`src/rtl/captura_jogada.sv`:
```
// Push-button capture block: synchronizes four raw buttons, debounces press and release,
// latches the accepted pattern and reports wait timeouts for the game controller.
module captura_jogada #(
  parameter int DEBOUNCE = 4,
  parameter int TIMEOUT  = 20
) (
  input  logic       clock,
  input  logic       reset,
  input  logic       habilita_i,
  input  logic       zera_i,
  input  logic [3:0] chaves_i,
  output logic [3:0] jogada_o,
  output logic       jogada_feita_o,
  output logic       multipla_o,
  output logic       timeout_o,
  output logic [3:0] db_estado_o
);

  localparam int DB_W = $clog2(DEBOUNCE) + 1;
  localparam int TO_W = $clog2(TIMEOUT) + 1;
  localparam logic [DB_W-1:0] DB_LAST = DB_W'(DEBOUNCE - 1);
  localparam logic [DB_W-1:0] DB_ONE  = DB_W'(1);
  localparam logic [TO_W-1:0] TO_LAST = TO_W'(TIMEOUT - 1);
  localparam logic [TO_W-1:0] TO_ONE  = TO_W'(1);

  typedef enum logic [3:0] {
    INATIVO  = 4'h0,
    ESPERA   = 4'h1,
    FILTRA   = 4'h2,
    REGISTRA = 4'h3,
    SOLTA    = 4'h4,
    ESGOTADO = 4'hF
  } estado_t;

  estado_t         estado_q, estado_d;
  logic [3:0]      sync1_q, s_q;
  logic [3:0]      cand_q, cand_d;
  logic [DB_W-1:0] cnt_q, cnt_d;
  logic [TO_W-1:0] tmo_q, tmo_d;
  logic [3:0]      jogada_q, jogada_d;
  logic            multipla_q, multipla_d;

  // NOTE: every output of this block gets a default before the case, so no path infers a latch.
  always_comb begin
    estado_d   = estado_q;
    cand_d     = cand_q;
    cnt_d      = cnt_q;
    tmo_d      = '0;
    jogada_d   = jogada_q;
    multipla_d = multipla_q;

    if (zera_i) begin
      jogada_d   = '0;
      multipla_d = 1'b0;
    end

    case (estado_q)
      INATIVO: begin
        cnt_d = '0;
        if (habilita_i) estado_d = ESPERA;
      end
      ESPERA: begin
        tmo_d = (tmo_q == TO_LAST) ? tmo_q : tmo_q + TO_ONE;
        if (!habilita_i) begin
          estado_d = INATIVO;
        end else if (s_q != 4'd0) begin
          estado_d = FILTRA;
          cand_d   = s_q;
          cnt_d    = DB_ONE;
        end else if (tmo_q == TO_LAST) begin
          estado_d = ESGOTADO;
        end
      end
      FILTRA: begin
        // The wait budget keeps running through bounces back to ESPERA.
        tmo_d = (tmo_q == TO_LAST) ? tmo_q : tmo_q + TO_ONE;
        if (!habilita_i) begin
          estado_d = INATIVO;
        end else if (s_q == 4'd0) begin
          estado_d = ESPERA;
        end else if (s_q == cand_q) begin
          if (cnt_q == DB_LAST) estado_d = REGISTRA;
          else                  cnt_d    = cnt_q + DB_ONE;
        end else begin
          cand_d = s_q;
          cnt_d  = DB_ONE;
        end
      end
      REGISTRA: begin
        // Acceptance load overrides a simultaneous zera.
        estado_d   = SOLTA;
        jogada_d   = cand_q;
        multipla_d = |(cand_q & (cand_q - 4'd1));
        cnt_d      = '0;
      end
      SOLTA: begin
        if (!habilita_i) begin
          estado_d = INATIVO;
        end else if (s_q != 4'd0) begin
          cnt_d = '0;
        end else if (cnt_q == DB_LAST) begin
          estado_d = ESPERA;
          cnt_d    = '0;
        end else begin
          cnt_d = cnt_q + DB_ONE;
        end
      end
      ESGOTADO: estado_d = INATIVO;
      default:  estado_d = INATIVO;
    endcase
  end

  // NOTE: sequential state uses non-blocking assignments so every flop samples pre-edge values.
  always_ff @(posedge clock or posedge reset) begin
    if (reset) begin
      estado_q   <= INATIVO;
      sync1_q    <= '0;
      s_q        <= '0;
      cand_q     <= '0;
      cnt_q      <= '0;
      tmo_q      <= '0;
      jogada_q   <= '0;
      multipla_q <= 1'b0;
    end else begin
      estado_q   <= estado_d;
      sync1_q    <= chaves_i;
      s_q        <= sync1_q;
      cand_q     <= cand_d;
      cnt_q      <= cnt_d;
      tmo_q      <= tmo_d;
      jogada_q   <= jogada_d;
      multipla_q <= multipla_d;
    end
  end

  always_comb begin
    case (estado_q)
      INATIVO, ESPERA, FILTRA, REGISTRA, SOLTA, ESGOTADO: db_estado_o = estado_q;
      default:                                            db_estado_o = 4'hE;
    endcase
  end

  assign jogada_feita_o = (estado_q == REGISTRA);
  assign timeout_o      = (estado_q == ESGOTADO);
  assign jogada_o       = jogada_q;
  assign multipla_o     = multipla_q;

endmodule

```
`config.mk`:
```
export PLATFORM = sky130hd
export DESIGN_NAME = captura_jogada
export DESIGN_NICKNAME = d
export VERILOG_FILES = /design/src/rtl/captura_jogada.sv
export SDC_FILE = /design/constraint.sdc
export NUM_CORES = 1
export LEC_CHECK = 0
export CAP_MARGIN = 20
export CORE_UTILIZATION = 30
export CTS_CLUSTER_DIAMETER = 80
export DETAILED_ROUTE_END_ITERATION = 6
export GPL_TIMING_DRIVEN = 0
export PLACE_DENSITY_LB_ADDON = 0.25
export SYNTH_ARGS = -nofsm -noshare
export SYNTH_HDL_FRONTEND = slang
export SYNTH_SLANG_ARGS = --single-unit
```
`constraint.sdc`:
```
create_clock -name clock -period 2.6 [get_ports clock]
set_clock_uncertainty 0.2 [all_clocks]
set_input_delay 0.65 -clock clock [delete_from_list [all_inputs] [get_ports clock]]
set_output_delay 0.65 -clock clock [all_outputs]
set_load 0.005 [all_outputs]
```
# == Yosys cells after proc, flatten, opt, wreduce, memory -nomap -nowiden ==
# Index checks and enable logic that the tools add are counted.
# totals
register_bits,30
inputBits,8
out_inout_bits,11
word_cells,82
# op_classes
n_addsub,3
n_eq_ne,22
mux,35
bitwise,1
reduce_logical,13
# op_table
cell,n
$mux 4,19
$mux 3,9
$pmux 4 s5,1
$ne 2x2->1 const B,8
$mux 6,2
$ne 4x4->1 const B,3
$pmux 3 s4,1
$reduce_and 6->1,2
$ne 3x3->1 const B,3
$eq 4x2->1 const B,2
$logic_not 4->1,2
$pmux 4 s2,1
$reduce_bool 4->1,2
$reduce_and 7->1,1
$add 6x1->6 const B,1
$eq 6x5->1 const B,1
$reduce_or 6->1,1
$and 4x4->4,1
$eq 4x1->1 const B,1
$eq 4x3->1 const B,1
$eq 4x4->1,1
$eq 4x4->1 const B,1
$reduce_bool 2->1,2
$reduce_or 2->1,2
5 further kinds,6

# == Logic depth before layout (Yosys ltp) ==
# Gate-level depths: netlist (run 1).
# depth
word_depth,6
ltp_mapped,6
ltp_nobuf,6

# == Least setup slack after synthesis (run 1) ==
# OpenSTA, ideal clock, no wires.
# synth_timing
kind,register -> output
start,register estado_q[3]
end,output jogada_feita_o
arrival_time_ps,1143
required_time_ps,1750
slack_ps,607
path_stages_with_launch,5
n_path_buf,1
cell_sequence,dfrtp_1 nor2_1 inv_2 nor2_1 clkbuf_1
# synth_between
elab_chain_cells,1
# synth_rtl
element,line,rtl
"start, declared",35,"estado_t estado_q, estado_d;"
"start signal, assigned",125,estado_q <= estado_d;
$eq 4x2->1,143,assign jogada_feita_o = (estado_q == REGISTRA);
"end, declared",13,"output logic jogada_feita_o,"
# Every way passes these cells.

# == Worst setup path after layout (run 1) ==
# layout_timing
start,register estado_q[1]
end,output jogada_feita_o
# The elaborated chain is that of the path after synthesis.

==> flow_metrics.tcl, run 1 <==
set metrics [dict create \
    status "completed" \
    final_core_util_pct 41.8 \
    clock_latency_ns 0.28 \
    timing.final.crit_share_pct 96.3 \
    required_ns 1.75 \
    final_cells 242 \
    synthTopCellsByArea "dfrtp_1 50%, nor2_1 4.0%, mux2_1 3.7%, xor2_1 3.5%, ha_1 3.3%" \
    cp_slowest_cell "clkdlybuf4s50_1" \
    die_width_um 72.9 \
    r2r_cells 6 \
    syn_nets 155 \
    multiInputGateArea_sq_um 709 \
    ys_ff_latch 30 \
    grt_pass1_wl_mm 4.96 \
    pin_count 19 \
    power.clock.fraction_pct 25.7 \
    root_buffer "clkbuf_8" \
    gp_congestion 0.784 \
    design_area_sq_mm 0.00200 \
    syn_avg_cell_area_sq_um 10.5 \
    tritoncts "done" \
    syn_area_sq_mm 0.00151 \
    pre_cts_slack_ns -0.168 \
    grtUsageTotal_pct 12.7 \
    ys_types 44 \
    grt_max_degree 22 \
    worstPathCellList "buf_6 > nand2_2 > nor2_4 > buf_8 > clkdlybuf4s50_1" \
    critPathTopFamily "buffers and inverters" \
    seq_area_frac_synth_pct 49.8 \
    layout.nets 187 \
    power.share.sequential_pct 36.0 \
    fin_ws_ns 0.0964 \
    synth_edf_count 0 \
    critical_path_class "flop to output port" \
    p_int_w 0.00125 \
    cts_htree_levels 2 \
    cp.depth 5 \
    max_stage_delay_ns 0.49 \
    synth_ff_type "dfrtp_1" \
    pwr-share-comb_pct 38.3 \
    antenna_found_initial 0 \
    p_sw_w 0.000598 \
    hold_path_class "flop to flop" \
    drt_wl_total_mm 2.90 \
    via_count 1133 \
    grt_overflow 0 \
    io_buffers 18 \
    path_buf_inv 3 \
    cp_max_fo 10 \
    startpoint "estado_q[1]" \
    period_minus_slack_ns 2.50 \
    critPathLaunchType "flop" \
    die_h_um 72.9 \
    relSlewSlack_pct 61.8 \
    seq_area_sq_um 752 \
    initial_core_util_pct 31.5 \
    slew_violations 0 \
    cap_violations 0 \
    setup_viol 0 \
    dp_hpwl_mm 2.04 \
    tightest_slew_ns 0.569 \
    clkTransAtPathRegs_ns 0.06 \
    placed_cells 229 \
    clk_path_buf_depth 2 \
    crit_path_end_kind "output port" \
    grt_pass1_vias 1130 \
    swShare_pct 32.3 \
    finalSetupTns_ns 0 \
    yosysTopAreaCell "dfrtp_1" \
    area_delta_synth_final_pct 32.7 \
    drc 0 \
    drt_iter0_drc 54 \
    vias_per_cell 4.68 \
    hold_viol_final 0 \
    dieArea_sq_mm 0.00531 \
    synthCells 143 \
    drt_first_pass_iters 4 \
    cts_buffers 5 \
    nFillCells 459 \
    clock.fmax_mhz 399 \
    ys_warn_count 0 \
    wl_per_cell_um 12.0 \
    r2r-start "estado_q[3]" \
    drive_above_1_share_pct 17.7 \
    r2r_end "cnt_q[0]" \
    cp-endpoint "jogada_feita_o" \
    cts_hold_buf 0 \
    row_count 25 \
    diodes 0 \
    cts.sinks 30 \
    hold_depth 0 \
    arrival_ns 1.65 \
    antenna_left 0 \
    power_density_mw_per_mm2 926 \
    p_leak_nw 0.883 \
    async_reset_ff_share_pct 100 \
    ir_drop_v 0.000450 \
    synth_top_area_share_pct 49.8 \
    r2r_setup_slack_ns 0.42 \
    place_area_sq_mm 0.00180 \
    fp.coreArea_sq_mm 0.00479 \
]
==> cell type report <==
class	count	share of cell area (%)
Sequential cell	30	37.6
Multi-Input combinational cell	99	35.5
Timing Repair Buffer	25	12.8
Tap cell	67	4.19
Clock buffer	6	4.13
Buffer	5	2.63
Inverter	9	1.69
Clock inverter	1	1.50
==> layer usage <==
metal | vias to the layer above | GRT usage, % | part of all wire, %
li1 | 561 | - | -
met1 | 546 | 14.7 | 45
met2 | 21 | 20.5 | 50
met3 | 5 | 5.94 | 3.7
met4 | 0 | 4.79 | 1.6
met5 | - | 0 | 0
==> power by group through the flow <==
stage | clock network [W] | logic (W) | registers, W
6_report | 0.000476 | 0.000708 | 0.000667
5_1_grt | 0.000511 | 0.000793 | 0.000684
4_1_cts | 0.000493 | 0.000692 | 0.000667
3_5_place_dp | 0 | 0.000646 | 0.000674
3_3_place_gp | 0 | 0.000629 | 0.000669
2_1_floorplan | 0 | 0.000442 | 0.000653
==> flip-flops by register name, summed over array words and instances (netlist names) <==
name        count
tmo_q           6
cand_q          4
estado_q        4
jogada_o        4
s_q             4
sync1_q         4
cnt_q           3
multipla_o      1
==> repair_timing <==
action | 4_1_cts | 5_1_grt
gates resized for setup | 13 | 3
setup buffers | 3 | 3
endpoints found under the hold margin | 0 | 0
setup endpoints to repair | 3 | 2
pin swaps | 0 | 2
==> Yosys cell counts, types with 2 or more instances <==
master    number
xor2_1         6
a21oi_1        4
nor2b_1        4
nor3_1         2
nor4_1         2
xnor2_1        2
nand2_1        8
dfrtp_1       30
buf_2          3
nor2_1        16
inv_1          8
mux2i_1        2
mux2_1         5
ha_1           4
nand3_1        5
nand2b_1       6
o21ai_1        6
maj3_1         2
a211oi_1       3
==> cell usage in the layout (no fill, tap or decap), types with 2 or more instances in the layout <==
master           instances
dfrtp_1                 29
clkbuf_8                 6
nor4_1                   2
nor2_4                   2
inv_1                    8
mux2_1                   5
nor2b_1                  4
mux2i_1                  2
maj3_1                   2
nor3_1                   2
clkdlybuf4s50_1         17
nand2b_1                 6
buf_6                    2
a21oi_1                  4
a211oi_1                 3
xor2_1                   6
o21ai_1                  7
nand2_1                  7
xnor2_1                  2
buf_4                    8
nor2_1                  14
ha_1                     4
nand3_1                  5
==> how the worst min path moves through the flow <==
stage / startpoint / endpoint / slack [ns]
detailed placement: sync1_q[1] / s_q[1] / 0.14
global route: sync1_q[1] / s_q[1] / 0.15
floorplan: sync1_q[0] / s_q[0] / 0.13
global placement: sync1_q[2] / s_q[2] / 0.13
finish: sync1_q[1] / s_q[1] / 0.15
CTS: sync1_q[3] / s_q[3] / 0.15
==> per-stage QoR <==
stage | hold slack (ns) | total power, W
final | 0.145 | 0.00185
after global placement | 0.132 | 0.00130
after global routing | 0.152 | 0.00199
after floorplan | 0.131 | 0.00110
after detailed placement | 0.136 | 0.00132
after CTS | 0.150 | 0.00185
==> cell families after synthesis <==
kind of cell	count (synthesis)	share of synthesized area (%)
AOI/OAI and AO/OA	27	13.6
xor gates and xnor gates	8	4.65
adders and majority gates	6	4.65
buffers and inverters	14	4.24
DFF	30	49.8
muxes	7	5.07
and+or+nand+nor	51	17.9
==> worst register-to-register path: cells and delay by family, from the launching register on <==
| family | cells | cell delay [ns] |
|---|---|---|
| and+or+nand+nor | 1 | 0.54 |
| DFF | 1 | 0.42 |
| buffers and inverters | 2 | 0.29 |
| AOI/OAI and AO/OA | 3 | 0.65 |
(Power assumes the default switching activity.)
==> run 2, diff against run 1 <==
--- a/config.mk
+++ b/config.mk
@@ -6,6 +6,7 @@
 export NUM_CORES = 1
 export LEC_CHECK = 0
 export CAP_MARGIN = 20
+export CORE_ASPECT_RATIO = 1.1
 export CORE_UTILIZATION = 30
 export CTS_CLUSTER_DIAMETER = 80
 export DETAILED_ROUTE_END_ITERATION = 6
==> flow_metrics.tcl, run 2 (synthesis gave the netlist of run 1 again) <==
set metrics [dict create \
    r2r_cells 6 \
    grt_max_degree 20 \
    grt_overflow 0 \
    placed_cells 218 \
    clock_latency_ns 0.28 \
    holdPathEnd "s_q[1]" \
    whs_ns 0.150 \
    antenna_left 0 \
    r2r_setup_slack_ns 0.45 \
    area_delta_synth_final_pct 28.5 \
    crit_path_end_kind "output port" \
    clock.fmax_mhz 410 \
    drc 0 \
    pin_count 19 \
    cts.sinks 30 \
    period_minus_slack_ns 2.44 \
    cp_slowest_cell "clkdlybuf4s50_1" \
    cap_violations 0 \
    layout.nets 184 \
    p_leak_nw 0.861 \
    critPathLaunchType "flop" \
    fp.coreArea_sq_mm 0.00475 \
    critical_path_class "flop to output port" \
    drt_wl_total_mm 2.94 \
    max_stage_delay_ns 0.51 \
    relSlewSlack_pct 60.8 \
    report.power.total_w 0.00172 \
    status "completed" \
    r2r_end "cand_q[1]" \
    cts_htree_levels 2 \
    design_area_sq_mm 0.00194 \
    vias_per_cell 4.84 \
    grt_pass1_wl_mm 5.40 \
    clkTransAtPathRegs_ns 0.06 \
    row_count 26 \
    via_count 1104 \
    path_buf_inv 2 \
    tritoncts "done" \
    arrival_ns 1.59 \
    regMostFlops "tmo_q" \
    final_cells 228 \
    diodes 0 \
    antenna_found_initial 0 \
    root_buffer "clkbuf_8" \
    cts_buffers 5 \
    die_width_um 69.6 \
    wl_per_cell_um 12.9 \
    dieArea_sq_mm 0.00531 \
    rsz0062_at_grt "no" \
    critPathTopFamily "buffers and inverters" \
    drt_first_pass_iters 4 \
    drt_iter0_drc 37 \
    hold_start "sync1_q[1]" \
    grt_pass1_vias 1109 \
    dp_hpwl_mm 2.13 \
    final_cell_mix "29 x dfrtp_1, 16 x clkdlybuf4s50_1, 14 x nor2_1" \
    final_common_cell "dfrtp_1" \
    power_density_mw_per_mm2 888 \
    hold_depth 0 \
    slew_violations 0 \
    drive_above_1_share_pct 16.9 \
    die_h_um 76.3 \
    ir_drop_v 0.000392 \
    required_ns 1.75 \
    io_buffers 18 \
    worstPathCellList "buf_6 > nand3_1 > a21boi_1 > clkdlybuf4s50_1" \
    initial_core_util_pct 31.7 \
    nFillCells 469 \
    clk_path_buf_depth 2 \
    timing.final.crit_share_pct 93.8 \
    hold_path_class "flop to flop" \
    gp_congestion 0.792 \
    grtUsageTotal_pct 12.7 \
    setup_viol 0 \
    tightest_slew_ns 0.584 \
    largest_reg_flops 6 \
    hold_viol_final 0 \
    cp_max_fo 10 \
    place_area_sq_mm 0.00178 \
    r2r-start "estado_q[1]" \
    cts_hold_buf 0 \
]
-- run 2: through the flow --
step,utilization (%),worst slack [ns],setup TNS [ns]
after global placement,37.0,-0.166,-0.329
after floorplan,-,0.607,0
after CTS,39.9,-0.00903,-0.00903
after global routing,40.8,0.0385,0
after detailed placement,37.6,-0.161,-0.342
final,40.8,0.162,0
-- run 2: power by group --
part	switching [W]	internal [W]	total [W]
logic	0.000333	0.000366	0.000698
clock network	0.000173	0.000179	0.000352
registers	0.0000965	0.000572	0.000669
total	0.000603	0.00112	0.00172
-- run 2: how the worst max path moves through the flow --
| stage | start | to | slack, ns | cells past startpoint |
|---|---|---|---|---|
| floorplan | estado_q[3] | jogada_feita_o | 0.61 | 4 |
| global placement | estado_q[3] | jogada_feita_o | -0.17 | 5 |
| detailed placement | habilita_i | cnt_q[2] | -0.16 | 6 |
| CTS | estado_q[3] | jogada_feita_o | -0.009 | 5 |
| global route | estado_q[2] | db_estado_o[0] | 0.04 | 4 |
| finish | estado_q[2] | db_estado_o[0] | 0.16 | 4 |
-- run 2: final cells by class --
class	instances	area (sq um)	share of cell area (%)
flip-flops and latches	30	752	38.8
multi-input cells	99	713	36.8
repair buffers	22	231	12.0
well taps	56	70.1	3.62
clock buffers	5	68.8	3.56
plain buffers	5	56.3	2.91
inverters	9	33.8	1.75
clock inverters	2	10.0	0.517
-- run 2: routing by layer --
layer,global-route usage (%),routed length [um]
met5,0,0
met4,4.90,54
met3,4.50,98
met2,19.6,1400
met1,16.1,1390
-- run 2: timing repair --
item,4_1_cts,5_1_grt
buffers inserted,0,3
endpoints found under the setup margin,3,3
pin swaps,1,2
gates resized for setup,12,9
==> run 3, diff against run 2 <==
--- a/config.mk
+++ b/config.mk
@@ -11,6 +11,7 @@
 export CTS_CLUSTER_DIAMETER = 80
 export DETAILED_ROUTE_END_ITERATION = 6
 export GPL_TIMING_DRIVEN = 0
+export MAX_ROUTING_LAYER = met4
 export PLACE_DENSITY_LB_ADDON = 0.25
 export SYNTH_ARGS = -nofsm -noshare
 export SYNTH_HDL_FRONTEND = slang
==> constraint.sdc (replaced) <==
create_clock -name clock -period 3 [get_ports clock]
set_clock_uncertainty 0.2 [all_clocks]
set_input_delay 0.75 -clock clock [delete_from_list [all_inputs] [get_ports clock]]
set_output_delay 0.75 -clock clock [all_outputs]
set_load 0.005 [all_outputs]
==> flow_metrics.tcl, run 3 (synthesis gave the netlist of run 1 again) <==
set metrics [dict create \
    cts.sinks 30 \
    arrival_ns 1.92 \
    slew_violations 0 \
    gp_congestion 0.803 \
    p_leak_nw 0.818 \
    startpoint "estado_q[3]" \
    period_minus_slack_ns 2.87 \
    grt_pass1_vias 1114 \
    cap_violations 0 \
    setup_viol 0 \
    drt_first_pass_iters 4 \
    crit_path_end_kind "output port" \
    hold_start "sync1_q[1]" \
    swShare_pct 34.9 \
    crit_path_frequent_cell "nor2_2" \
    vias_per_cell 4.86 \
    area_delta_synth_final_pct 24.3 \
    wl_per_cell_um 12.6 \
    clk_path_buf_depth 2 \
    rsz0062_at_grt "no" \
    power_density_mw_per_mm2 770 \
    critPathTopFamily "buffers and inverters" \
    p_int_w 0.000939 \
    largest_reg_flops 6 \
    cp_max_fo 10 \
    critical_path_class "flop to output port" \
    required_ns 2.05 \
    dp_hpwl_mm 2.13 \
    final_core_util_pct 39.4 \
    grtUsageTotal_pct 12.8 \
    drt_iter0_drc 50 \
    cts_htree_levels 2 \
    fp.coreArea_sq_mm 0.00475 \
    r2r-start "s_q[0]" \
    status "completed" \
    initial_core_util_pct 31.7 \
    drive_above_1_share_pct 13.6 \
    drc 0 \
    final_cell_mix "30 x dfrtp_1, 18 x clkdlybuf4s50_1, 14 x nor2_1" \
    diodes 0 \
    regMostFlops "tmo_q" \
    finalSetupTns_ns 0 \
    ir_drop_v 0.000345 \
    tightest_slew_ns 0.586 \
    final_common_cell "dfrtp_1" \
    power.clock.fraction_pct 21.1 \
    clock.fmax_mhz 349 \
    grt_max_degree 20 \
    root_buffer "clkbuf_8" \
    grt_pass1_wl_mm 5.33 \
    clkTransAtPathRegs_ns 0.06 \
    antenna_left 0 \
    io_buffers 18 \
    antenna_found_initial 0 \
    power.share.sequential_pct 40.0 \
    relSlewSlack_pct 60.6 \
    hold_depth 0 \
    r2r_cells 5 \
    worstPathCellList "nor2_2 > inv_2 > nor2_2 > clkbuf_4 > clkdlybuf4s50_1" \
    path_buf_inv 3 \
    die_width_um 69.6 \
    clock_latency_ns 0.28 \
    layout.nets 181 \
    dieArea_sq_mm 0.00531 \
    hold_path_class "flop to flop" \
    drt_wl_total_mm 2.84 \
    max_stage_delay_ns 0.51 \
    cts_buffers 5 \
    holdPathEnd "s_q[1]" \
    cp_slowest_cell "clkdlybuf4s50_1" \
    critPathLaunchType "flop" \
    timing.final.crit_share_pct 95.6 \
    tritoncts "done" \
    whs_ns 0.149 \
    row_count 26 \
    hold_viol_final 0 \
    pwr-share-comb_pct 38.9 \
    nFillCells 471 \
    p_sw_w 0.000503 \
    grt_overflow 0 \
    via_count 1093 \
    die_h_um 76.3 \
    r2r_end "cnt_q[2]" \
    pin_count 19 \
    r2r_setup_slack_ns 0.87 \
]
run 3: cell count changes in the layout (fill, tap and decap cells not counted), moves of 2 or more:
cell             previous run  this run
buf_2                       0         3
buf_4                       3         0
buf_6                       3         1
clkdlybuf4s50_1            16        18
nor2_2                      0         2
nor2_4                      2         0
run 3: routing by layer:
metal  routed length [um]  track usage [%]  part of all wire (%)
met1                 1350             16.1                    47
met2                 1340             19.1                    47
met3                  114             4.10                   4.0
met4                   42             4.90                   1.5
met5                    0                -                     0
run 3: cell type report:
cell class	count	area, sq um	share of cell area [%]
flip-flops and latches	30	751	40.1
repair buffers	19	208	11.1
well taps	56	70.1	3.74
inverters	9	33.8	1.80
clock inverters	2	10.0	0.535
plain buffers	5	33.8	1.80
multi-input cells	99	697	37.2
clock buffers	5	68.8	3.68
run 3: how the worst max path moves through the flow:
stage	slack, ns	end	cells past startpoint
finish	0.13	jogada_feita_o	5
global route	0.02	jogada_feita_o	5
CTS	0.03	jogada_feita_o	5
detailed placement	0.14	cnt_q[2]	6
global placement	0.13	jogada_feita_o	5
floorplan	0.91	jogada_feita_o	4
run 3: per-stage QoR:
stage / setup WS (ns) / total power, W / cells / instance area, sq um
2_1_floorplan: 0.907 / 0.000949 / 143 / 1510
3_3_place_gp: 0.134 / 0.00112 / 217 / 1760
3_5_place_dp: 0.139 / 0.00115 / 218 / 1780
4_1_cts: 0.0263 / 0.00146 / 225 / 1870
5_1_grt: 0.0200 / 0.00156 / 225 / 1870
6_report: 0.132 / 0.00144 / 225 / 1870
run 3: worst reg2reg max path: cells and delay by family (launching register included):
family	cells	cell delay [ns]
simple gates	2	0.68
flops	1	0.43
mux	1	0.34
xor+xnor	1	0.19
compound gates	1	0.18
run 3: power by group through the flow:
stage	Clock, W	Combinational (W)	Sequential (W)
floorplan	0	0.000383	0.000566
global placement	0	0.000541	0.000581
detailed placement	0	0.000563	0.000584
CTS	0.000315	0.000566	0.000578
global route	0.000337	0.000628	0.000595
finish	0.000304	0.000561	0.000577
run 3: repair_timing:
action	4_1_cts	5_1_grt
gates resized for setup	2	3
setup buffers	0	0
setup endpoints to repair	1	1
hold buffers	0	0
